==> src/rtl/calc_sequencer_if.sv <==
// Command/handshake bundle between a requester and calc_sequencer.
// master: drives start/op/shamt and observes the register commands.
// slave:  the sequencer side.
interface calc_sequencer_if #(
  parameter int unsigned SHAMT_W = 2,
  parameter int unsigned CMD_W   = 4
);
  logic               start;
  logic [3:0]         op;
  logic [SHAMT_W-1:0] shamt;
  logic [CMD_W-1:0]   Tx;
  logic [CMD_W-1:0]   Ty;
  logic [CMD_W-1:0]   Tz;
  logic [CMD_W-1:0]   Tula;
  logic               sel_b;
  logic               busy;
  logic               done;
  logic               err;

  modport master (
    output start, op, shamt,
    input  Tx, Ty, Tz, Tula, sel_b, busy, done, err
  );

  modport slave (
    input  start, op, shamt,
    output Tx, Ty, Tz, Tula, sel_b, busy, done, err
  );
endinterface

==> src/rtl/calc_sequencer.sv <==
// calc_sequencer: runs one X/Y/Z + ULA operation per start/done handshake as a
// fixed sequence of register commands. All outputs are registered and decoded
// from the next state, so they change together with the state register.
// Optional feature macro: CALC_SHIFT_EN (SHL/SHR ops, SHIFT state, counter).
module calc_sequencer #(
  parameter int unsigned SHAMT_W = 2,
  parameter int unsigned CMD_W   = 4
) (
  input logic             clock,
  input logic             reset,
  calc_sequencer_if.slave bus
);

  localparam logic [2:0] CmdHold   = 3'd0;
  localparam logic [2:0] CmdLoad   = 3'd1;
  localparam logic [2:0] CmdShiftR = 3'd2;
  localparam logic [2:0] CmdShiftL = 3'd3;
  localparam logic [2:0] CmdReset  = 3'd4;

  localparam logic [3:0] OpAnd = 4'd6;
  localparam logic [3:0] OpShl = 4'd7;
  localparam logic [3:0] OpShr = 4'd8;

  typedef enum logic [2:0] {
    StIdle,
    StClr,
    StLda,
    StMovy,
    StLdb,
    StExec,
`ifdef CALC_SHIFT_EN
    StShift,
`endif
    StDone
  } state_e;

  state_e           state_q, state_d;
  logic [3:0]       op_q, op_d;
  logic             err_r_q, err_r_d;
  logic [CMD_W-1:0] tx_q, tx_d, ty_q, ty_d, tz_q, tz_d, tula_q, tula_d;
  logic             sel_b_q, sel_b_d, busy_q, busy_d, done_q, done_d, err_q, err_d;

`ifdef CALC_SHIFT_EN
  logic [SHAMT_W-1:0] cnt_q, cnt_d;
`else
  logic unused_shamt;
  assign unused_shamt = ^bus.shamt;
`endif

  function automatic logic [CMD_W-1:0] cmd(input logic [2:0] c);
    return CMD_W'(c);
  endfunction

  function automatic logic op_legal(input logic [3:0] op);
`ifdef CALC_SHIFT_EN
    return op <= OpShr;
`else
    return op <= OpAnd;
`endif
  endfunction

  // Next-state, latched-op, error-flag and shift-counter logic.
  always_comb begin
    state_d = state_q;
    op_d    = op_q;
    err_r_d = err_r_q;
`ifdef CALC_SHIFT_EN
    cnt_d   = cnt_q;
`endif
    unique case (state_q)
      StIdle: begin
        if (bus.start) begin
          op_d = bus.op;
`ifdef CALC_SHIFT_EN
          cnt_d = bus.shamt;
`endif
          if (op_legal(bus.op)) begin
            state_d = StClr;
            err_r_d = 1'b0;
          end else begin
            state_d = StDone;
            err_r_d = 1'b1;
          end
        end
      end
      StClr: state_d = StLda;
      StLda: state_d = StMovy;
      StMovy: begin
`ifdef CALC_SHIFT_EN
        if (op_q == OpShl || op_q == OpShr) begin
          state_d = (cnt_q == '0) ? StDone : StShift;
        end else begin
          state_d = StLdb;
        end
`else
        state_d = StLdb;
`endif
      end
      StLdb:  state_d = StExec;
      StExec: state_d = StDone;
`ifdef CALC_SHIFT_EN
      StShift: begin
        cnt_d = cnt_q - SHAMT_W'(1);
        if (cnt_q <= SHAMT_W'(1)) state_d = StDone;
      end
`endif
      StDone: begin
        state_d = StIdle;
        err_r_d = 1'b0;
      end
      default: state_d = StIdle;
    endcase
  end

  // Moore output decode of the state being entered; registered below.
  always_comb begin
    tx_d    = cmd(CmdHold);
    ty_d    = cmd(CmdHold);
    tz_d    = cmd(CmdHold);
    tula_d  = '0;
    sel_b_d = 1'b0;
    busy_d  = 1'b1;
    done_d  = 1'b0;
    err_d   = 1'b0;
    unique case (state_d)
      StIdle: busy_d = 1'b0;
      StClr: begin
        tx_d = cmd(CmdReset);
        ty_d = cmd(CmdReset);
        tz_d = cmd(CmdReset);
      end
      StLda:  tx_d = cmd(CmdLoad);
      StMovy: ty_d = cmd(CmdLoad);
      StLdb: begin
        tx_d    = cmd(CmdLoad);
        sel_b_d = 1'b1;
      end
      StExec: begin
        tula_d = CMD_W'(op_q[2:0]);
        tz_d   = cmd(CmdLoad);
      end
`ifdef CALC_SHIFT_EN
      StShift: ty_d = (op_q == OpShl) ? cmd(CmdShiftL) : cmd(CmdShiftR);
`endif
      StDone: begin
        done_d = 1'b1;
        err_d  = err_r_d;
      end
      default: busy_d = 1'b0;
    endcase
  end

  // State and registered outputs; reset takes effect immediately.
  always_ff @(posedge clock or posedge reset) begin
    if (reset) begin
      state_q <= StIdle;
      op_q    <= '0;
      err_r_q <= 1'b0;
      tx_q    <= cmd(CmdHold);
      ty_q    <= cmd(CmdHold);
      tz_q    <= cmd(CmdHold);
      tula_q  <= '0;
      sel_b_q <= 1'b0;
      busy_q  <= 1'b0;
      done_q  <= 1'b0;
      err_q   <= 1'b0;
`ifdef CALC_SHIFT_EN
      cnt_q   <= '0;
`endif
    end else begin
      state_q <= state_d;
      op_q    <= op_d;
      err_r_q <= err_r_d;
      tx_q    <= tx_d;
      ty_q    <= ty_d;
      tz_q    <= tz_d;
      tula_q  <= tula_d;
      sel_b_q <= sel_b_d;
      busy_q  <= busy_d;
      done_q  <= done_d;
      err_q   <= err_d;
`ifdef CALC_SHIFT_EN
      cnt_q   <= cnt_d;
`endif
    end
  end

  assign bus.Tx    = tx_q;
  assign bus.Ty    = ty_q;
  assign bus.Tz    = tz_q;
  assign bus.Tula  = tula_q;
  assign bus.sel_b = sel_b_q;
  assign bus.busy  = busy_q;
  assign bus.done  = done_q;
  assign bus.err   = err_q;

endmodule
==> src/flat_wrapper.sv <==
// flat-port wrapper written by rule: the top's interface ports become plain ports
module calc_sequencer_flat 
#(
  parameter int unsigned SHAMT_W = 2,
  parameter int unsigned CMD_W   = 4
)
  (clock, reset, bus_start, bus_op, bus_shamt, bus_Tx, bus_Ty, bus_Tz, bus_Tula, bus_sel_b, bus_busy, bus_done, bus_err);
  calc_sequencer_if #(.SHAMT_W(SHAMT_W), .CMD_W(CMD_W)) bus_i ();
  input logic clock;
  input logic reset;
  input wire logic [$bits(bus_i.start)-1:0] bus_start;
  input wire logic [$bits(bus_i.op)-1:0] bus_op;
  input wire logic [$bits(bus_i.shamt)-1:0] bus_shamt;
  output wire logic [$bits(bus_i.Tx)-1:0] bus_Tx;
  output wire logic [$bits(bus_i.Ty)-1:0] bus_Ty;
  output wire logic [$bits(bus_i.Tz)-1:0] bus_Tz;
  output wire logic [$bits(bus_i.Tula)-1:0] bus_Tula;
  output wire logic [$bits(bus_i.sel_b)-1:0] bus_sel_b;
  output wire logic [$bits(bus_i.busy)-1:0] bus_busy;
  output wire logic [$bits(bus_i.done)-1:0] bus_done;
  output wire logic [$bits(bus_i.err)-1:0] bus_err;
  assign bus_i.start = bus_start;
  assign bus_i.op = bus_op;
  assign bus_i.shamt = bus_shamt;
  assign bus_Tx = bus_i.Tx;
  assign bus_Ty = bus_i.Ty;
  assign bus_Tz = bus_i.Tz;
  assign bus_Tula = bus_i.Tula;
  assign bus_sel_b = bus_i.sel_b;
  assign bus_busy = bus_i.busy;
  assign bus_done = bus_i.done;
  assign bus_err = bus_i.err;
  calc_sequencer #(.SHAMT_W(SHAMT_W), .CMD_W(CMD_W)) u_core (.clock(clock), .reset(reset), .bus(bus_i));
endmodule
==> config.mk <==
export PLATFORM = sky130hd
export DESIGN_NAME = calc_sequencer_flat
export DESIGN_NICKNAME = d
export VERILOG_FILES = /design/src/rtl/calc_sequencer_if.sv /design/src/rtl/calc_sequencer.sv /design/src/flat_wrapper.sv
export SDC_FILE = /design/constraint.sdc
export NUM_CORES = 1
export LEC_CHECK = 0
export ABC_AREA = 1
export CAP_MARGIN = 20
export CORE_MARGIN = 3
export CORE_UTILIZATION = 39
export CTS_BUF_LIST = sky130_fd_sc_hd__clkbuf_4 sky130_fd_sc_hd__clkbuf_8
export DETAILED_ROUTE_END_ITERATION = 10
export GPL_TIMING_DRIVEN = 0
export PLACE_DENSITY = 0.69
export REMOVE_ABC_BUFFERS = 1
export SLEW_MARGIN = 5
export SYNTH_ARGS = -nofsm -noshare
export SYNTH_HDL_FRONTEND = slang
export SYNTH_SLANG_ARGS = --single-unit
==> constraint.sdc <==
create_clock -name clock -period 2.52 [get_ports clock]
set_clock_uncertainty 0.15 [all_clocks]
set_input_delay 0.378 -clock clock [delete_from_list [all_inputs] [get_ports clock]]
set_output_delay 0.378 -clock clock [all_outputs]
set_load 0.01 [all_outputs]
==> results.toml, run 1 <==
[worst_hold_path]
min-delay-path-class = "input pin to asynchronous set/reset pin"

[critical_path]
r2r_start = "u_core.state_q[2]"
critPathMaxStageDelay_ns = 0.54
cp.arrival_ns = 1.20
startpoint = "u_core.bus.Tx[2]"
path_depth = 1
crit_required_ns = 1.99
worstSetupPathType = "register to output port"
crit_family = "buffers and inverters"
path_cells = "clkdlybuf4s50_1"
slowest_stage = "clkdlybuf4s50_1"
reg2reg_depth = 8
end_kind = "output port"
cp_num_buf_inv = 1
start_kind = "register"
critPathMaxFanout = 3

[sta]
rsz0062_at_grt = "no"
hold_slack_ns = 0.320
setup_violations = 0
min_period_ns = 1.73
finalMaxSlewViolations = 0
period_share_pct = 68.7
maxSlewHeadroom_pct = 56.1
tns_ns = 0
fmax_ghz = 0.578
tightest_slew_ns = 0.658
hold_violations = 0

[routing]
routed_wl_um = 1480
drc = 0
wire_per_inst_um = 10.8
vias = 604
drtIter0Drc = 4
drtPass1Iterations = 4
avgViaCountPerCell = 4.41
antenna_left = 0

[clocking]
holdBufCountCts = 0
clock-root-buffer = "clkbuf_4"
clock_latency_ns = 0.29
ctsResizeCount = 0
cts_htree_levels = 1
cts_setup_buffers = 0
clk_pin_slew_ns = 0.10
cts_buffer_depth = 2
cts.sink_count = 18
cts-buffers-inserted = 3
cts_tree = "built"

[finish]
diodes = 0
final_nets = 120
fin_area_mm2 = 0.00110
drive_gt1_share_pct = 25.5
syn_to_final_growth_pct = 22.8
fin_cells = 137

[floorplan]
core_mm2 = 0.00206
die_w_um = 53.9
io_pins = 29
start_util_pct = 43.4
die_area_mm2 = 0.00291
num_rows = 16
die_h_um = 53.9

[placement]
dp_cells = 133
gp_congestion = 0.839
post-dp-hpwl_um = 1140
place_area_mm2 = 0.00106
place.port_buffers = 19

[synth]
syn_area_per_cell_um2 = 9.84
synth_area_um2 = 896
synthFlopType = "dfrtp_1"
ys_async_sr_fraction_pct = 100
synthTopCellsByArea = "dfrtp_1 50%, buf_4 7.5%, nand2_4 6.3%, nand2_1 4.2%, nand2_2 4.2%"
post-synth-top-area-cell = "dfrtp_1"
synthDistinctLibCells = 23
netlist.area_leader.share_pct = 50.3
synth_seq_area_share_pct = 50.3
ys_ff_latch = 18
synth_edf_count = 0
synth_commonest_cells = "18 x dfrtp_1, 10 x nand2_1, 9 x buf_4"
yosysWarnings = 0
yosysMostFrequentCell = "dfrtp_1"
syn-instance-count = 91

[grt]
grt_use_total_pct = 12.7
grt_pass1_vias = 568
grt_max_degree = 19
grt_antenna_before_repair = 0
grt-ovfl-total = 0
grt_pass1_wl_um = 2510

[power_and_ir_drop]
p_per_area_mw_per_mm2 = 1150
ir_drop_v = 0.000409
power_leakage_uw = 0.000562

[run_status]
status = "completed"

[flow_run]
max_cap_viol_count = 0
[power by group]
group	internal, uW	total, uW	switching (uW)	leakage [uW]
registers	397	481	84.4	0.000233
logic	261	606	345	0.000308
clock network	88.1	177	88.6	0.0000210
total	746	1260	518	0.000562
[sequential cells by signal (all words and copies together), names as in the netlist]
signal	count
u_core.state_q	3
u_core.bus.Tula	3
u_core.bus.sel_b	1
u_core.bus.Tx	2
u_core.bus.done	1
u_core.bus.busy	1
u_core.op_q	3
u_core.bus.err	1
u_core.bus.Ty	1
u_core.bus.Tz	1
u_core.err_r_q	1
[worst paths after layout]
path / end / slack (ns)
hold / removal: u_core.bus.Tx[0] / 0.32
setup / recovery: bus_Ty[2] / 0.79
min in group clock: u_core.bus.Tula[2] / 0.35
hold reg to reg: u_core.bus.Tula[2] / 0.35
setup reg to reg: u_core.bus.busy / 1.01
max in group asynchronous: u_core.op_q[0] / 1.48
[cell families (layout without fill, tap and decap cells)]
| group | Yosys count | in the layout | share of synthesized area [%] |
|---|---|---|---|
| flops | 18 | 18 | 50.3 |
| compound gates | 6 | 6 | 4.33 |
| other cells | 1 | 7 | 0.419 |
| buf+inv | 23 | 36 | 14.8 |
| simple gates | 43 | 43 | 30.2 |
[layout by cell type, fill, tap and decap left out]
master	n
nand2_4	5
dfrtp_1	18
nand2_1	10
nor3_1	1
nand3_2	1
inv_2	4
clkbuf_8	1
nor2_4	2
conb_1	7
nand4_1	1
clkdlybuf4s50_1	19
nor2_2	3
clkinv_4	1
o21ai_0	3
a21oi_1	1
a21boi_2	1
o211ai_1	1
nor2_1	8
clkbuf_4	3
inv_1	8
or2_1	1
nand3_1	4
nor2_8	1
nand2_2	6
[per-layer routing]
metal	global-route usage [%]	up-vias	part of all wire, %
met5	0	-	0
met3	2.49	5	7.8
met4	8.94	0	3.9
met1	14.0	273	40
met2	21.6	26	48
li1	-	300	-
[area by class of cell]
class / count / area [um^2]
Clock buffer: 4 / 36.3
Fill cell: 190 / 962
Tap cell: 27 / 33.8
Multi-Input combinational cell: 56 / 335
Sequential cell: 18 / 450
Inverter: 13 / 53.8
Timing Repair Buffer: 19 / 190
[through the flow]
step	setup WS, ns	util [%]	power (uW)
5_1_grt	0.721	53.3	1360
4_1_cts	0.765	53.3	1280
2_1_floorplan	1.18	-	891
3_5_place_dp	0.693	51.6	1090
3_3_place_gp	0.707	51.6	1080
6_report	0.790	53.3	1260
No activity file was read; power rests on OpenSTA's default activity.
==> inputs of run 2 (changes only) <==
clock period = 1.6 ns   (was 2.52 ns; I/O delays follow)
==> results.toml, run 2 (synthesis gave the netlist of run 1 again) <==
[worst_hold_path]
min-delay-path-class = "input pin to asynchronous set/reset pin"

[placement]
gp_congestion = 0.839
dp_cells = 133
place_area_mm2 = 0.00106
post-dp-hpwl_um = 1140
place.port_buffers = 19

[floorplan]
num_rows = 16
die_area_mm2 = 0.00291
core_mm2 = 0.00206
io_pins = 29
die_h_um = 53.9
die_w_um = 53.9
start_util_pct = 43.4

[power_and_ir_drop]
power_leakage_uw = 0.000575
ir_drop_v = 0.000645
total_power_uw = 1980
p_switching_uw = 815
power_frac_clock_pct = 14.1
seqPwrFrac_pct = 38.3
p_sw_share_pct = 41.2
p_per_area_mw_per_mm2 = 1800
comb_power_share_pct = 47.6
p_int_uw = 1160

[finish]
fin_area_mm2 = 0.00110
drive_gt1_share_pct = 25.5
fin_cells = 137
diodes = 0
syn_to_final_growth_pct = 22.3
final_cell_mix = "18 x dfrtp_1, 16 x clkdlybuf4s50_1, 10 x nand2_1, 8 x inv_1, 8 x nor2_1"
final_nets = 120
layout_commonest_cell = "dfrtp_1"

[clocking]
cts-buffers-inserted = 3
cts_tree = "built"
clock_latency_ns = 0.29
cts_buffer_depth = 2
cts_htree_levels = 1
cts.sink_count = 18
clock-root-buffer = "clkbuf_4"
clk_pin_slew_ns = 0.10

[critical_path]
path_cells = "clkdlybuf4s50_1"
rrSetupSlack_ns = 0.09
crit_family = "buffers and inverters"
reg2reg_depth = 8
r2r_start = "u_core.state_q[2]"
worstReg2RegEnd = "u_core.bus.busy"
worstSetupPathType = "register to output port"
cp.arrival_ns = 1.16
end_kind = "output port"
slowest_stage = "clkdlybuf4s50_1"
cp_num_buf_inv = 1
startpoint = "u_core.bus.Tula[2]"
critPathMaxFanout = 1
critPathMaxStageDelay_ns = 0.53
start_kind = "register"
crit_required_ns = 1.21

[sta]
hold_violations = 0
tns_ns = 0
period_share_pct = 97.0
maxSlewHeadroom_pct = 56.1
min_period_ns = 1.55
fmax_ghz = 0.644
tightest_slew_ns = 0.658
finalMaxSlewViolations = 0
setup_violations = 0
rsz0062_at_grt = "no"

[grt]
grt_max_degree = 19
grt_pass1_wl_um = 2510
grt_use_total_pct = 12.7
grt-ovfl-total = 0
grt_pass1_vias = 568
grt_antenna_before_repair = 0

[routing]
drtPass1Iterations = 4
antenna_left = 0
wire_per_inst_um = 10.8
drc = 0
routed_wl_um = 1480
drtIter0Drc = 4
vias = 604
avgViaCountPerCell = 4.41

[run_status]
status = "completed"

[flow_run]
max_cap_viol_count = 0
==> run 2: cell types whose count changed in the layout (fill, tap and decap cells not counted) <==
| cell | delta |
|---|---|
| clkdlybuf4s50_1 | -3 |
| dlygate4sd2_1 | +3 |
==> run 2: per-stage QoR <==
step / utilization [%] / setup WS (ns) / hold WS, ns
finish: 53.2 / 0.0481 / 0.182
global route: 53.2 / 0.000915 / 0.247
CTS: 53.2 / 0.0232 / 0.204
detailed placement: 51.6 / -0.0893 / 0.325
global placement: 51.6 / -0.0747 / 0.324
floorplan: - / 0.255 / 0.0286
==> run 2: layout make-up <==
cell class / count / area [um^2]
timing repair buffer: 19 / 186
inverter: 13 / 53.8
clock buffer: 4 / 36.3
fill: 193 / 966
sequential: 18 / 450
tap: 27 / 33.8
multi-input combinational: 56 / 335
==> run 2: metal layers <==
metal,routed length [um],up-vias,global-route usage [%],share of wire [%]
li1,-,300,-,-
met1,593,273,14.0,40
met2,710,26,21.6,48
met3,116,5,2.49,7.9
met4,57,0,8.94,3.9
met5,0,-,0,0
==> run 2: power groups by stage <==
| stage | logic [uW] | registers (uW) | clock network, uW |
|---|---|---|---|
| finish | 942 | 757 | 278 |
| global route | 1050 | 780 | 304 |
| CTS | 949 | 758 | 288 |
| detailed placement | 949 | 769 | 0 |
| global placement | 934 | 764 | 0 |
| floorplan | 599 | 804 | 0 |
==> run 2: worst max path at each step <==
stage | end | cells past startpoint | slack (ns)
floorplan | u_core.bus.busy | 8 | 0.26
global placement | u_core.bus.busy | 8 | -0.07
detailed placement | u_core.bus.busy | 8 | -0.09
finish | bus_Tula[2] | 1 | 0.05
global route | bus_err | 1 | 0.0009
CTS | bus_err | 1 | 0.02
==> run 2: repair_timing <==
item,in CTS,in global routing
buffers inserted,0,0
resized for setup,3,0
endpoints found under the setup margin,3,0
hold buffers,0,0
==> variant 1: new RTL, settings of run 2 <==
Take the reset off `op_q` and load it in a clocked block of its own.
--- a/src/rtl/calc_sequencer.sv
+++ b/src/rtl/calc_sequencer.sv
@@ -155,5 +155,4 @@
     if (reset) begin
       state_q <= StIdle;
-      op_q    <= '0;
       err_r_q <= 1'b0;
       tx_q    <= cmd(CmdHold);
@@ -170,5 +169,4 @@
     end else begin
       state_q <= state_d;
-      op_q    <= op_d;
       err_r_q <= err_r_d;
       tx_q    <= tx_d;
@@ -186,4 +184,8 @@
   end
 
+  always_ff @(posedge clock) begin
+    op_q <= op_d;
+  end
+
   assign bus.Tx    = tx_q;
   assign bus.Ty    = ty_q;
Formal check against the unedited RTL: no difference found for any inputs over 10 cycles, from zero or initial values and one cycle with reset high; that may be too few to reach the edited logic, so the function may still have changed.
==> variant 1 against run 2 <==
Hold slack lost 32 ps; cell area decreased by 3.5%; count of clock-buffer cells in the layout unchanged; worst setup slack gained 11 ps; highest routed layer unchanged; combinational power shrank 14%; critical path type unchanged; routed wire length fell by 12%; power down 10%; first-iteration DRC count unchanged; global-route usage fell by 1.3 points; sequential cell count did not move; area after synthesis down 4.7%; critical endpoint is now bus_Tula[0]; largest cell class unchanged; largest power group unchanged.
==> variant 1: results (changes against run 2) <==
metric	value	unit	change
EDFF count, synth	3		+3
met2 wire length	725	um	+2.1%
drt pass-1 iters	3		-1
dominant synthesized flop cell	dfrtp_1		
delay-heaviest family, CP	buffers and inverters		
vias	556		-7.9%
crit-path max cell delay	530	ps	about the same
Flop pwr share	40.9	%	+2.6 points
share of cells above drive strength 1	16.2	%	-9.3 points
GRT met3 Usage	2.56	%	+0.071 points
grt met1 use	11.4	%	-2.6 points
power share of the clock group	13.4	%	-0.7 points
largest net degree at the start of global routing	16		-3
Max-slew headroom	62.9	%	+6.8 points
reg2reg path depth	7		-1
Pwr Total	1.78	mW	-10%
maximum VDD drop	0.893	mV	+39%
outcome	finished, final reports clean		
met1 WL	465	um	-22%
GR Layer Usage met2	20.5	%	-1.1 points
Placed Area	1020	sq um	-4.5%
GRT Total Usage	11.4	%	-1.3 points
cell leakage power	0.582	nW	+1.1%
Fillers	188		-2.6%
count of cell types in the netlist	22		-4.3%
Synth top cells by count	dfrtp_1, inv_1, nand2_1		
most area-consuming cells after synthesis	dfrtp_1, edfxtp_1, buf_4		
post-synthesis sequential area ratio	54.5	%	+4.3 points
fin nets	115		-4.2%
XOR/XNOR share of the synthesized area	0	%	unchanged
global-route wire length before repair	2.24	mm	-11%
async set-reset flop share out of synthesis	83.3	%	-17 points
Worst-Skew Late Latency	280	ps	
Sw Share	38.2	%	-3.1 points
Post-CTS Resized	1		-2
hpwl dp	1.07	mm	-6.1%
met3 routed WL	81	um	-30%
# diodes	0		unchanged
Congestion Overflow GR	0		unchanged
WL/cell	9.89	um	-8.3%
GP Congestion	0.791		-5.7%
Synth Area in Compound Gates	3.67	%	-0.66 points
Inserted Clock Buffers	3		unchanged
variant 1: cell types whose count changed after synthesis, sizes merged:
cell / change
nand2: -4
dfrtp: -3
edfxtp: +3
o21ai: -3
inv: +2
a21boi: +1
buf: +1
clkinv: -1
or2: -1
variant 1: through the flow:
step / worst slack, ps / utilization (%) / hold slack, ps / std cells
floorplan: 295 / - / -8.52 / 81
global placement: 51.9 / 50.2 / 309 / 127
detailed placement: 22.8 / 50.2 / 321 / 127
CTS: 0.436 / 51.7 / 161 / 131
global route: 5.56 / 52.3 / 215 / 132
finish: 59.5 / 52.3 / 151 / 132
variant 1: final cells by class:
cell class	count	area, sq um	area share, %
clock buffers	4	30.0	2.84
flip-flops and latches	18	465	44.0
well taps	27	33.8	3.20
inverters	14	52.6	4.97
repair buffers	20	201	19.1
multi-input cells	49	274	25.9
variant 1: worst paths after layout:
| kind | startpoint | end | slack, ps |
|---|---|---|---|
| min in group clock | u_core.op_q[1]$_DFFE_PP_ | u_core.bus.Tula[1]$_DFF_PP0_ | 340 |
| max in group asynchronous | reset | u_core.bus.err$_DFF_PP0_ | 780 |
| worst max-delay path | u_core.bus.Tula[0]$_DFF_PP0_ | bus_Tula[0] | 60 |
| worst min-delay path | reset | u_core.bus.Ty[0]$_DFF_PP0_ | 150 |
| worst min register to register | u_core.op_q[1]$_DFFE_PP_ | u_core.bus.Tula[1]$_DFF_PP0_ | 340 |
| worst max register to register | u_core.state_q[0]$_DFF_PP0_ | u_core.bus.err$_DFF_PP0_ | 170 |
variant 1: kinds of logic (layout without fill, tap and decap cells):
group                  count (synthesis)  after routing
DFF                                   18             18
other                                  1              7
and+or+nand+nor                       38             38
AOI/OAI and AO/OA                      4              4
buffers and inverters                 25             38
==> variant 2: new RTL, config.mk and constraints of run 2 <==
Made on the original files. Build with the macro `CALC_SHIFT_EN` defined.
--- a/src/rtl/calc_sequencer.sv
+++ b/src/rtl/calc_sequencer.sv
@@ -3,4 +3,6 @@
 // from the next state, so they change together with the state register.
 // Optional feature macro: CALC_SHIFT_EN (SHL/SHR ops, SHIFT state, counter).
+`define CALC_SHIFT_EN
+
 module calc_sequencer #(
   parameter int unsigned SHAMT_W = 2,
Function: changed (a bounded check fails within 4 cycles, from zero or initial values and one cycle with reset high).
==> variant 2 against run 2 <==
Area after synthesis grew 15%; maximum frequency decreased by 1.1%; cell area is 32% higher; power up 37%; worst setup slack got worse by 17 ps; sequential cell count grew 4; register-to-register slack worse by 40 ps; non-clock buffer count rose by 12; routed wire length up 37%; largest cell class unchanged; largest power group unchanged; highest routed layer unchanged.
==> variant 2: results (changes against run 2) <==
metric	value	unit	change
clock network power	0.420	mW	+51%
drt initial violations	17		+13
Fillers	206		+6.7%
worst r2r dst	u_core.bus.err$_DFF_PP0_		
outcome	finished, final reports clean		
# Post-CTS Setup Buffers	3		+3
Max-slew headroom	46.3	%	-9.8 points
vias per inst	4.54		+3.0%
most area-consuming cells after synthesis	dfrtp_1, nand2_1, nor2_1		
Worst-Skew Late Latency	310	ps	+20 ps
WL final	2.02	mm	+37%
vias in the first global route	738		+30%
largest net degree at the start of global routing	23		+4
slack of the worst reg-to-reg path	50	ps	-40 ps
Place WS	-364	ps	-274 ps
met1 WL	886	um	+49%
Reg2Reg Launch Point	u_core.state_q[0]$_DFF_PP0_		
Inst Count DP	167		+26%
Clk pin slew, worst setup/hold paths	120	ps	+20 ps
combinational share of power	51.2	%	+3.6 points
met2 wire length	988	um	+39%
Synth top cells by count	nand2_1, dfrtp_1, nor2_1		
global-route wire length before repair	3.26	mm	+30%
Pint	1.63	mW	+40%
non-filler instance count after layout	180		+31%
Synth Area in Compound Gates	8.02	%	+3.7 points
cell leakage power	0.894	nW	+55%
Synth Area in Adders	2.43	%	+2.4 points
P_sw	1.08	mW	+33%
async set-reset flop share out of synthesis	100	%	unchanged
Avg Cell Area, Syn	8.51	sq um	-14%
Worst EP arrival	1180	ps	+20 ps
Placed Area	1240	sq um	+16%
fin nets	164		+37%
GRT Total Usage	12.4	%	-0.34 points
post-synthesis sequential area ratio	53.5	%	+3.2 points
share of cells above drive strength 1	22.4	%	-3.1 points
reg2reg path depth	9		+1
Port-buffer cells	22		+3
GRT met3 Usage	2.94	%	+0.45 points
==> variant 2: how the worst max path moves through the flow <==
stage	startpoint	end	slack, ps	cells past startpoint
final	u_core.bus.Tula[2]$_DFF_PP0_	bus_Tula[2]	30	1
after global routing	u_core.state_q[0]$_DFF_PP0_	u_core.bus.err$_DFF_PP0_	-70	9
after CTS	u_core.bus.Ty[1]$_DFF_PP0_	bus_Ty[1]	6	1
after detailed placement	bus_start	u_core.bus.err$_DFF_PP0_	-360	7
after global placement	bus_start	u_core.bus.err$_DFF_PP0_	-340	7
after floorplan	u_core.state_q[1]$_DFF_PP0_	u_core.bus.err$_DFF_PP0_	40	7
==> variant 2: final cells by class <==
cell class | count | area, sq um | area share, %
Clock buffer | 3 | 22.5 | 1.56
Inverter | 20 | 75.1 | 5.21
Clock inverter | 1 | 30.0 | 2.08
Timing Repair Buffer | 31 | 313 | 21.7
Multi-Input combinational cell | 75 | 415 | 28.8
Tap cell | 28 | 35.0 | 2.43
Sequential cell | 22 | 551 | 38.2
